File: src/rtl/code2421_monitor.sv
// Watches a 2421 (Aiken) up-counter digit stream: decodes it, checks the count sequence,
// flags illegal codes and keeps a saturating error tally.
module code2421_monitor #(
  parameter int ERR_CNT_W = 8
) (
  input  logic                 clk,
  input  logic                 reset,
  input  logic [3:0]           code_in,
  input  logic                 clear,
  output logic [3:0]           digit_bin,
  output logic                 valid,
  output logic                 carry,
  output logic                 seq_err,
  output logic                 inv_err,
  output logic [ERR_CNT_W-1:0] err_count,
  output logic                 locked,
  output logic [1:0]           state_dbg
);

  typedef enum logic [1:0] {
    SYNC  = 2'd0,
    TRACK = 2'd1,
    FAULT = 2'd2
  } state_t;

  state_t     state;
  logic [3:0] prev;
  logic       legal;
  logic [3:0] dec;
  logic [3:0] prev_inc;
  logic       carry_ev;
  logic       seq_ev;
  logic       inv_ev;

  always_comb begin
    legal = 1'b1;
    dec   = 4'd0;
    case (code_in)
      4'b0000: dec = 4'd0;
      4'b0001: dec = 4'd1;
      4'b0010: dec = 4'd2;
      4'b0011: dec = 4'd3;
      4'b0100: dec = 4'd4;
      4'b1011: dec = 4'd5;
      4'b1100: dec = 4'd6;
      4'b1101: dec = 4'd7;
      4'b1110: dec = 4'd8;
      4'b1111: dec = 4'd9;
      default: legal = 1'b0;
    endcase
  end

  assign prev_inc = (prev == 4'd9) ? 4'd0 : prev + 4'd1;

  // Event decode only matters in TRACK; the three events are exclusive by construction.
  always_comb begin
    carry_ev = 1'b0;
    seq_ev   = 1'b0;
    inv_ev   = 1'b0;
    if (state == TRACK) begin
      if (!legal)                carry_ev = 1'b0;
      else if (dec == prev_inc)  carry_ev = (prev == 4'd9);
      else if (dec != prev)      seq_ev   = 1'b1;
      inv_ev = !legal;
    end
  end

  assign state_dbg = state;

  always_ff @(posedge clk or negedge reset) begin
    if (!reset) begin
      state     <= SYNC;
      prev      <= 4'd0;
      digit_bin <= 4'd0;
      valid     <= 1'b0;
      carry     <= 1'b0;
      seq_err   <= 1'b0;
      inv_err   <= 1'b0;
      err_count <= '0;
      locked    <= 1'b0;
    end else begin
      carry   <= carry_ev;
      seq_err <= seq_ev;
      inv_err <= inv_ev;
      valid   <= legal;
      if (legal) digit_bin <= dec;

      case (state)
        SYNC: begin
          if (legal) begin
            prev   <= dec;
            state  <= TRACK;
            locked <= 1'b1;
          end
        end
        TRACK: begin
          if (!legal) begin
            state  <= FAULT;
            locked <= 1'b0;
          end else begin
            prev <= dec;
          end
        end
        FAULT: begin
          // A legal code only re-arms SYNC; a second one is needed to capture prev.
          if (legal) state <= SYNC;
        end
        default: begin
          state  <= SYNC;
          locked <= 1'b0;
        end
      endcase

      if (clear)
        err_count <= '0;
      else if ((seq_ev || inv_ev) && (err_count != {ERR_CNT_W{1'b1}}))
        err_count <= err_count + 1'b1;
    end
  end

endmodule

File: config.mk
export PLATFORM = sky130hd
export DESIGN_NAME = code2421_monitor
export DESIGN_NICKNAME = d
export VERILOG_FILES = /design/src/rtl/code2421_monitor.sv
export SDC_FILE = /design/constraint.sdc
export NUM_CORES = 1
export LEC_CHECK = 0
export BUFFER_PORTS_ARGS = -buffer_cell sky130_fd_sc_hd__buf_2
export CORE_MARGIN = 3
export CORE_UTILIZATION = 40
export CTS_BUF_LIST = sky130_fd_sc_hd__clkbuf_16
export CTS_CLUSTER_SIZE = 10
export DETAILED_ROUTE_END_ITERATION = 8
export SETUP_SLACK_MARGIN = 0.5
export SLEW_MARGIN = 10
export SYNTH_ARGS = -nofsm -noshare
export SYNTH_HDL_FRONTEND = slang
export SYNTH_SLANG_ARGS = --single-unit
export TNS_END_PERCENT = 100
File: constraint.sdc
create_clock -name clk -period 4 [get_ports clk]
set_input_delay 0.4 -clock clk [delete_from_list [all_inputs] [get_ports clk]]
set_output_delay 0.4 -clock clk [all_outputs]
set_load 0.02 [all_outputs]
==> impl_metrics.tcl, run 1 <==
set metrics [dict create \
    maxSlewHeadroom_pct 64.48 \
    cap_violations 0 \
    row_count 22 \
    p_int_w 0.0004836 \
    synthAdderAreaFrac_pct 0.8000 \
    r2r_slack_ns 1.34 \
    async_flop_share_pct 100.0 \
    die_w_um 68.53 \
    ys_seq_area_share_pct 36.80 \
    hp-class "in2async" \
    core_um2 3716 \
    setup_violations 0 \
    cts_resized 0 \
    root_buffer "clkbuf_16" \
    timing.rr.end "err_count[0]" \
    grt_pass1_vias 1221 \
    synth_top_area_share_pct 36.80 \
    routed_wl_um 3496 \
    postSynthCellCount 183 \
    ant_nets 0 \
    wl_per_cell_um 14.10 \
    cts_tree "yes" \
    port_buffers 25 \
    final_common_cell "buf_2" \
    power_leakage_nw 0.7783 \
    drive_gt1_share_pct 19.50 \
    via_per_inst 5.548 \
    synth-simple-area-share_pct 26.96 \
    crit_end "err_count[0]" \
    synth_xor_xnor_area_share_pct 2.800 \
    reg2reg_from "prev[0]" \
    synth-compound-area-share_pct 22.80 \
    track_usage_pct 15.83 \
    antenna-diode-count 0 \
    syn_nets 191 \
    dieArea_um2 4696 \
    gr-total-overflow 0 \
    p_sw_share_pct 34.23 \
    place_ws_ns 1.291 \
    synth_enable_flop_cells 0 \
    fmax_mhz 376.1 \
    place_congestion 0.8064 \
    slew_viol_final 0 \
    worstSetupEndpointType "flip-flop" \
    netlist_area_um2 1564 \
    fin_setup_tns_ns 0 \
    synth_top_cell_by_area "dfrtp_1" \
    numCtsBuffers 3 \
    cts.clk_slew.worst_paths_ns 0.06 \
    dr.pass1.iters 4 \
    final_cell_mix "buf_2, dfrtp_1, nand2_1, nor2_1, o21ai_0" \
    syn_to_final_growth_pct 11.36 \
    p_clk_share_pct 29.8 \
    worst-path-max-fanout 16 \
    crit_type "reg2reg" \
    rsz0062_at_grt "false" \
    grt_max_degree 24 \
    power.density_nw_per_um2 422.2 \
    synth_top_family_by_area "simple AND/OR/NAND/NOR gates" \
    p_seq_share_pct 41.0 \
    cp-start-kind "flip-flop" \
    htreeDepth 1 \
    min_period_ns 2.659 \
    ctsHoldBuffers 0 \
    yosysUniqueCellTypes 53 \
    setup_ws_ns 1.341 \
    reg2reg_depth 7 \
    hold_violations 0 \
    syn_avg_cell_area_um2 8.546 \
    ys_ff_latch 23 \
    via_count 1376 \
    finalNetCount 209 \
    synthFlopType "dfrtp_1" \
    p_switching_w 0.0002517 \
    insertion_delay_ns 0.26 \
    yosys_warnings 0 \
    initial_core_util_pct 42.09 \
    ir_drop_mv 0.1633 \
    fp.dieH_um 68.53 \
    n_fill_cell 361 \
    grt_pass1_wl_um 5671 \
    crit_required_ns 4.14 \
    clock-sinks 23 \
    finalCritPeriodShare_pct 66.47 \
    io_pins 26 \
    post_synth_mux_area_share_pct 2.800 \
    antenna_found_initial 0 \
    tightest_slew_ns 0.5328 \
    status "completed" \
    cp.arrival_ns 2.80 \
    synthTopCellsByArea "dfrtp_1, nand2_1, o21ai_0, a21oi_1, nor2_1" \
    clock_path_buffers 2 \
    drt_iter0_markers 104 \
    pwr-share-comb_pct 29.2 \
    dp_hpwl_um 2481 \
    drc_errors 0 \
    cts_setup_buffers 0 \
    worst_clock_skew_ns 0.002424 \
    critical_path.startpoint "prev[0]" \
]
## Yosys cell counts, types with 2 or more instances
cell type / count
o21a_1: 2
inv_1: 6
a21oi_1: 12
buf_6: 5
nand3_1: 3
o31ai_1: 2
o211ai_1: 3
nand2b_1: 9
or3_1: 4
nor4_1: 4
nor2b_1: 4
nand4_1: 4
a211oi_1: 2
a21boi_1: 2
nor2_1: 16
nand2_1: 20
and3_1: 2
o22ai_1: 4
mux2_2: 3
clkbuf_1: 4
xor2_1: 4
nor3_1: 2
o21ai_0: 13
nor3b_1: 2
dfrtp_1: 23
## flip-flops by register name (all words and copies together), names as in the netlist
name and cells:
err_count 8, digit_bin 4, prev 4, state_dbg 2, carry 1, inv_err 1
locked 1, seq_err 1, valid 1
## power groups by stage
| stage | Clock, W | Sequential [W] | Combinational [W] |
|---|---|---|---|
| CTS | 0.000227 | 0.000300 | 0.000215 |
| global placement | 0 | 0.000303 | 0.000211 |
| floorplan | 0 | 0.000312 | 0.000166 |
| finish | 0.000219 | 0.000301 | 0.000215 |
| global route | 0.000238 | 0.000308 | 0.000242 |
| detailed placement | 0 | 0.000305 | 0.000214 |
## how the worst min path moves through the flow
stage	endpoint	start	depth (start not counted)	slack (ns)
after detailed placement	carry	reset	1	0.41
after floorplan	carry	reset	0	0.10
after global placement	prev[1]	reset	1	0.40
final	carry	reset	1	0.12
after CTS	carry	reset	1	0.14
after global routing	carry	reset	1	0.15
## worst max-delay path: stages (launching register included)
cell       delay [ns]
dfrtp_1          0.68
or2_2            0.21
a21boi_1         0.06
a2111oi_1        0.46
nor4_1           0.11
a311o_2          0.42
and2b_2          0.27
mux2_2           0.33
## area by class of cell
class	count	area [um^2]	share of cell area, %
clock buffers	3	75.07	4.310
clock inverters	1	5.005	0.2874
inverters	6	22.52	1.293
multi-input cells	142	878.3	50.43
flip-flops and latches	23	575.6	33.05
well taps	48	60.06	3.448
repair buffers	25	125.1	7.184
## through the flow
step / instances / instance area (um^2) / power, W / utilization [%] / hold slack, ns
floorplan: 183 / 1564 / 0.0004781 / - / 0.1044
detailed placement: 244 / 1662 / 0.0005191 / 44.71 / 0.4111
CTS: 248 / 1742 / 0.0007422 / 46.87 / 0.1354
global route: 248 / 1742 / 0.0007884 / 46.87 / 0.1503
finish: 248 / 1742 / 0.0007354 / 46.87 / 0.1176
global placement: 244 / 1662 / 0.0005149 / 44.71 / 0.4038
## metal layers
metal | up-vias | share of wire [%] | global-route usage [%] | routed length, um
li1 | 696 | - | - | -
met1 | 645 | 49 | 22.72 | 1712
met2 | 31 | 46 | 24.43 | 1602
met3 | 4 | 4.3 | 2.431 | 151
met4 | 0 | 0.83 | 4.467 | 29
met5 | - | 0 | 0 | 0
## cells by family after synthesis
| family | Yosys count |
|---|---|
| fa+ha+maj | 1 |
| flops | 23 |
| simple gates | 79 |
| mux | 4 |
| compound gates | 53 |
| buf+inv | 18 |
| xor+xnor | 5 |
No activity file was read; power rests on OpenSTA's default activity.
==> run 2: changes to the inputs <==
- ABC_AREA: unset -> 1
- clock period: 4 -> 2.2 ns (I/O delays scaled with it)
==> impl_metrics.tcl, run 2 <==
set metrics [dict create \
    fin_setup_tns_ns 0 \
    postSynthCellCount 167 \
    grt_max_degree 24 \
    fp.dieH_um 64.39 \
    ant_nets 0 \
    status "completed" \
    gr-total-overflow 0 \
    max_stage_delay_ns 0.46 \
    dr.pass1.iters 4 \
    synthTopCellsByArea "dfrtp_1, nand2_1, nand3_2, inv_1, nand4_1" \
    synth_enable_flop_cells 0 \
    drc_errors 0 \
    initial_core_util_pct 43.25 \
    power.density_nw_per_um2 788.9 \
    yosysUniqueCellTypes 24 \
    worst_clock_skew_ns 0.004598 \
    cp.arrival_ns 1.79 \
    final_common_cell "nand2_1" \
    synth_top_area_share_pct 42.20 \
    worst-path-max-fanout 8 \
    finalCritPeriodShare_pct 72.47 \
    synthFlopType "dfrtp_1" \
    routed_wl_um 2957 \
    via_per_inst 4.959 \
    place_congestion 0.8487 \
    syn_to_final_growth_pct 25.87 \
    syn_nets 175 \
    fmax_mhz 627.2 \
    hp-class "in2reg" \
    cts.clk_slew.worst_paths_ns 0.06 \
    numPlacedInstances 235 \
    ir_drop_mv 0.5085 \
    drive_gt1_share_pct 38.69 \
    grt_pass1_vias 1148 \
    die_w_um 64.39 \
    synth_top_cells_by_count "nand2_1, dfrtp_1, inv_1, nand4_1, nand3_1" \
    drt_iter0_markers 41 \
    antenna-diode-count 0 \
    insertion_delay_ns 0.26 \
    async_flop_share_pct 100.0 \
    dp_hpwl_um 2213 \
    netlist_area_um2 1364 \
    setup_violations 0 \
    maxSlewHeadroom_pct 60.74 \
    syn_avg_cell_area_um2 8.167 \
    root_buffer "clkbuf_16" \
    finalNetCount 208 \
    cts_tree "yes" \
    wl_per_cell_um 12.17 \
    track_usage_pct 15.19 \
    cp_cell_sequence "buf_6, nor2_4, a21oi_2, xor2_1, nor2_2, nand2_2, nand2_4, nand2_8, nand2_8, nand3_2, nand2_2" \
    grt_pass1_wl_um 5030 \
    final_cell_mix "nand2_1, buf_2, dfrtp_1, inv_1, nand4_1" \
    io_pins 26 \
    cp-start-kind "flip-flop" \
    clock_path_buffers 2 \
    dieArea_um2 4146 \
    largest_reg_flops 8 \
    synth_most_common_cell "nand2_1" \
    htreeDepth 1 \
    yosys_warnings 0 \
    power_leakage_nw 0.8857 \
    min_period_ns 1.594 \
    instances_no_fill 243 \
    crit_required_ns 2.39 \
    core_um2 3153 \
    row_count 20 \
    port_buffers 25 \
    via_count 1205 \
    ys_ff_latch 23 \
    worstSetupEndpointType "flip-flop" \
    largestRegisters "err_count (8), digit_bin (4), prev (4)" \
    rsz0062_at_grt "true" \
    final_util_pct 54.44 \
    slew_viol_final 0 \
    min_path_cells 3 \
    numCtsBuffers 3 \
    tightest_slew_ns 0.5883 \
    crit_type "reg2reg" \
    clock-sinks 23 \
    antenna_found_initial 0 \
    reg2reg_depth 11 \
    cap_violations 0 \
    ys_seq_area_share_pct 42.20 \
    cp_slowest_cell "dfrtp_2" \
    top_register "err_count" \
    synth_top_cell_by_area "dfrtp_1" \
    hold_violations 0 \
]
-- run 2: cell count changes after synthesis, sizes merged, moves of 5 or more --
cell	before	now
nand4	4	11
buf	8	0
nand2	20	51
inv	6	25
nand3	3	20
a21oi	12	2
o21ai	13	8
nand2b	10	0
-- run 2: cell type report --
class                      count  area, um^2
fill                         325        1436
multi-input combinational    118       747.0
sequential                    23       580.6
timing repair buffer          28       153.9
inverter                      26       97.59
clock buffer                   3       75.07
tap                           44       55.05
clock inverter                 1       7.507
-- run 2: per-layer routing --
metal,share of wire [%],up-vias,track usage (%)
met4,0.20,0,2.375
met5,0,-,0
li1,-,604,-
met2,48,26,24.36
met3,4.4,2,3.866
met1,47,573,21.01
-- run 2: final timing paths --
kind	start	to	slack (ns)
setup / recovery	prev[0]	err_count[6]	0.61
hold / removal	code_in[0]	digit_bin[0]	0.32
setup reg to reg	prev[0]	err_count[6]	0.61
hold reg to reg	digit_bin[3]	digit_bin[3]	0.51
max in group asynchronous	reset	prev[2]	1.36
min in group asynchronous	reset	digit_bin[0]	0.47
-- run 2: where the power goes --
| group | internal [W] | leakage (nW) | switching (W) |
|---|---|---|---|
| Sequential | 0.000478 | 0.294 | 0.0000603 |
| Clock | 0.000246 | 0.0371 | 0.000148 |
| Combinational | 0.000152 | 0.554 | 0.000269 |
| Total | 0.000876 | 0.886 | 0.000478 |
-- run 2: critical path: cells and delay by family, from the launching register on --
| kind | cells | cell delay, ns |
|---|---|---|
| AO/OA/AOI/OAI | 1 | 0.04 |
| buffers and inverters | 1 | 0.14 |
| AND/OR/NAND/NOR | 8 | 0.73 |
| XOR/XNOR | 1 | 0.16 |
| flip-flops | 1 | 0.46 |
-- run 2: logic make-up (layout without fill, tap and decap cells) --
| kind of cell | Yosys count | count (layout) | synth area share (%) |
|---|---|---|---|
| AO/OA/AOI/OAI | 10 | 10 | 3.669 |
| flip-flops | 23 | 23 | 42.20 |
| AND/OR/NAND/NOR | 98 | 99 | 40.28 |
| XOR/XNOR | 7 | 7 | 4.496 |
| buffers and inverters | 27 | 58 | 7.706 |
| adder cells (fa/ha/maj) | 2 | 2 | 1.651 |
-- run 2: per-stage QoR --
step                      area [um^2]  hold slack [ns]  total power, W  setup slack, ns
after floorplan                  1364         -0.07559       0.0007914           0.5172
after global placement           1536           0.2098       0.0008883           0.5529
after detailed placement         1536           0.2192       0.0008960           0.4864
after CTS                        1634           0.3295        0.001296           0.5069
after global routing             1717           0.3711        0.001442           0.4833
final                            1717           0.3183        0.001354           0.6057
-- run 2: what timing repair did --
action | CTS | global route
endpoints found under the setup margin | 8 | 8
gates cloned | 0 | 1
buffers inserted | 0 | 2
hold buffers | 1 | 0
hold endpoints to repair | 23 | 0
resized for setup | 1 | 20
pin swaps | 1 | 9
==> run 3: changes to the inputs <==
- clock period: 2.2 -> 1.7 ns (I/O delays scaled with it)
==> impl_metrics.tcl, run 3 (same netlist as run 2, synthesis figures left out) <==
set metrics [dict create \
    largest_reg_flops 8 \
    antenna-diode-count 0 \
    worst_clock_skew_ns 0.002018 \
    numCtsBuffers 3 \
    power.density_nw_per_um2 1009 \
    crit_required_ns 1.89 \
    die_w_um 64.39 \
    final_util_pct 55.40 \
    dr.pass1.iters 6 \
    port_buffers 25 \
    antenna_found_initial 0 \
    crit_type "reg2reg" \
    worstSetupEndpointType "flip-flop" \
    fp.dieH_um 64.39 \
    hp-class "in2reg" \
    rsz0062_at_grt "true" \
    numPlacedInstances 235 \
    slew_viol_final 0 \
    drive_gt1_share_pct 40.89 \
    dieArea_um2 4146 \
    cp-start-kind "flip-flop" \
    setup_violations 0 \
    power_w 0.001763 \
    insertion_delay_ns 0.25 \
    drt_iter0_markers 73 \
    cap_violations 0 \
    min_period_ns 1.608 \
    cts.clk_slew.worst_paths_ns 0.06 \
    ant_nets 0 \
    dp_hpwl_um 2181 \
    tightest_slew_ns 0.5830 \
    syn_to_final_growth_pct 28.07 \
    gr-total-overflow 0 \
    top_register "err_count" \
    final_cell_mix "nand2_1, buf_2, dfrtp_1, inv_1, nand4_1" \
    clock-sinks 23 \
    largestRegisters "err_count (8), digit_bin (4), prev (4)" \
    initial_core_util_pct 43.25 \
    ir_drop_mv 0.4915 \
    clock_path_buffers 2 \
    via_per_inst 5.040 \
    track_usage_pct 16.17 \
    final_common_cell "nand2_1" \
    htreeDepth 1 \
    root_buffer "clkbuf_16" \
    grt_pass1_wl_um 5361 \
    hold_violations 0 \
    place_congestion 0.8483 \
    fmax_mhz 621.8 \
    maxSlewHeadroom_pct 61.09 \
    core_um2 3153 \
    status "completed" \
    wl_per_cell_um 13.13 \
    grt_max_degree 24 \
    routed_wl_um 3244 \
    grt_pass1_vias 1165 \
    worst-path-max-fanout 8 \
    place_area_um2 1548 \
    power_leakage_nw 0.9233 \
    cp.arrival_ns 1.80 \
    row_count 20 \
    drc_errors 0 \
    cts_tree "yes" \
    instances_no_fill 247 \
    finalInstanceArea_um2 1747 \
    finalNetCount 212 \
    io_pins 26 \
    via_count 1245 \
    finalCritPeriodShare_pct 94.61 \
]
==> run 3: layer usage <==
metal  wire length [um]  vias to the layer above  global-route usage (%)
met3                107                        4                   2.460
met1               1468                      601                   21.25
met2               1627                       29                   27.32
met4                 40                        0                   4.749
met5                  0                        -                       0
li1                   -                      611                       -
==> run 3: what timing repair did <==
item / 4_1_cts / 5_1_grt
hold endpoints to repair: 23 / 0
setup endpoints to repair: 10 / 11
cloned: 1 / 0
resized for setup: 11 / 6
buffers inserted: 5 / 1
pin swaps: 9 / 1
hold buffers: 1 / 0
==> run 3: cell type report <==
class / instances / area (um^2)
clock buffer: 3 / 75.07
clock inverter: 1 / 3.754
tap: 44 / 55.05
multi-input combinational: 118 / 753.2
fill: 304 / 1406
inverter: 26 / 97.59
sequential: 23 / 581.8
timing repair buffer: 32 / 180.2
==> run 3: worst max-delay path, cell delays in order, from the launching register on <==
cell,delay (ns)
dfrtp_2,0.45
nand2_1,0.09
nand2_1,0.09
nand2_1,0.07
xor2_1,0.17
nor2_2,0.12
nand2_2,0.09
nand2_4,0.12
nand2_8,0.08
nand2_8,0.10
nand3_2,0.07
nand2_1,0.09
==> run 3: final timing paths <==
kind                              startpoint  depth (start not counted)  slack (ns)           end
worst max-delay path                 prev[1]                         11        0.09  err_count[2]
worst min-delay path              code_in[0]                          3        0.29  digit_bin[0]
worst max register to register       prev[1]                         11        0.09  err_count[2]
worst min register to register  digit_bin[3]                          2        0.51  digit_bin[3]
max in group asynchronous              reset                          2        0.90       prev[0]
min in group asynchronous              reset                          2        0.43  err_count[0]
==> run 3: where the power goes <==
part	internal, W	total (W)	switching (W)	leakage (nW)
combinational	0.000207	0.000575	0.000367	0.588
clock	0.000313	0.000493	0.000180	0.0423
sequential	0.000619	0.000695	0.0000753	0.293
total	0.00114	0.00176	0.000623	0.923
==> run 3: metrics by stage <==
stage | setup TNS, ns | hold slack [ns] | setup slack, ns
finish | 0 | 0.2902 | 0.09165
floorplan | 0 | -0.1256 | 0.2335
detailed placement | 0 | 0.1780 | 0.05867
global route | -0.006493 | 0.3155 | -0.006493
CTS | 0 | 0.2818 | 0.1295
global placement | 0 | 0.1697 | 0.1088
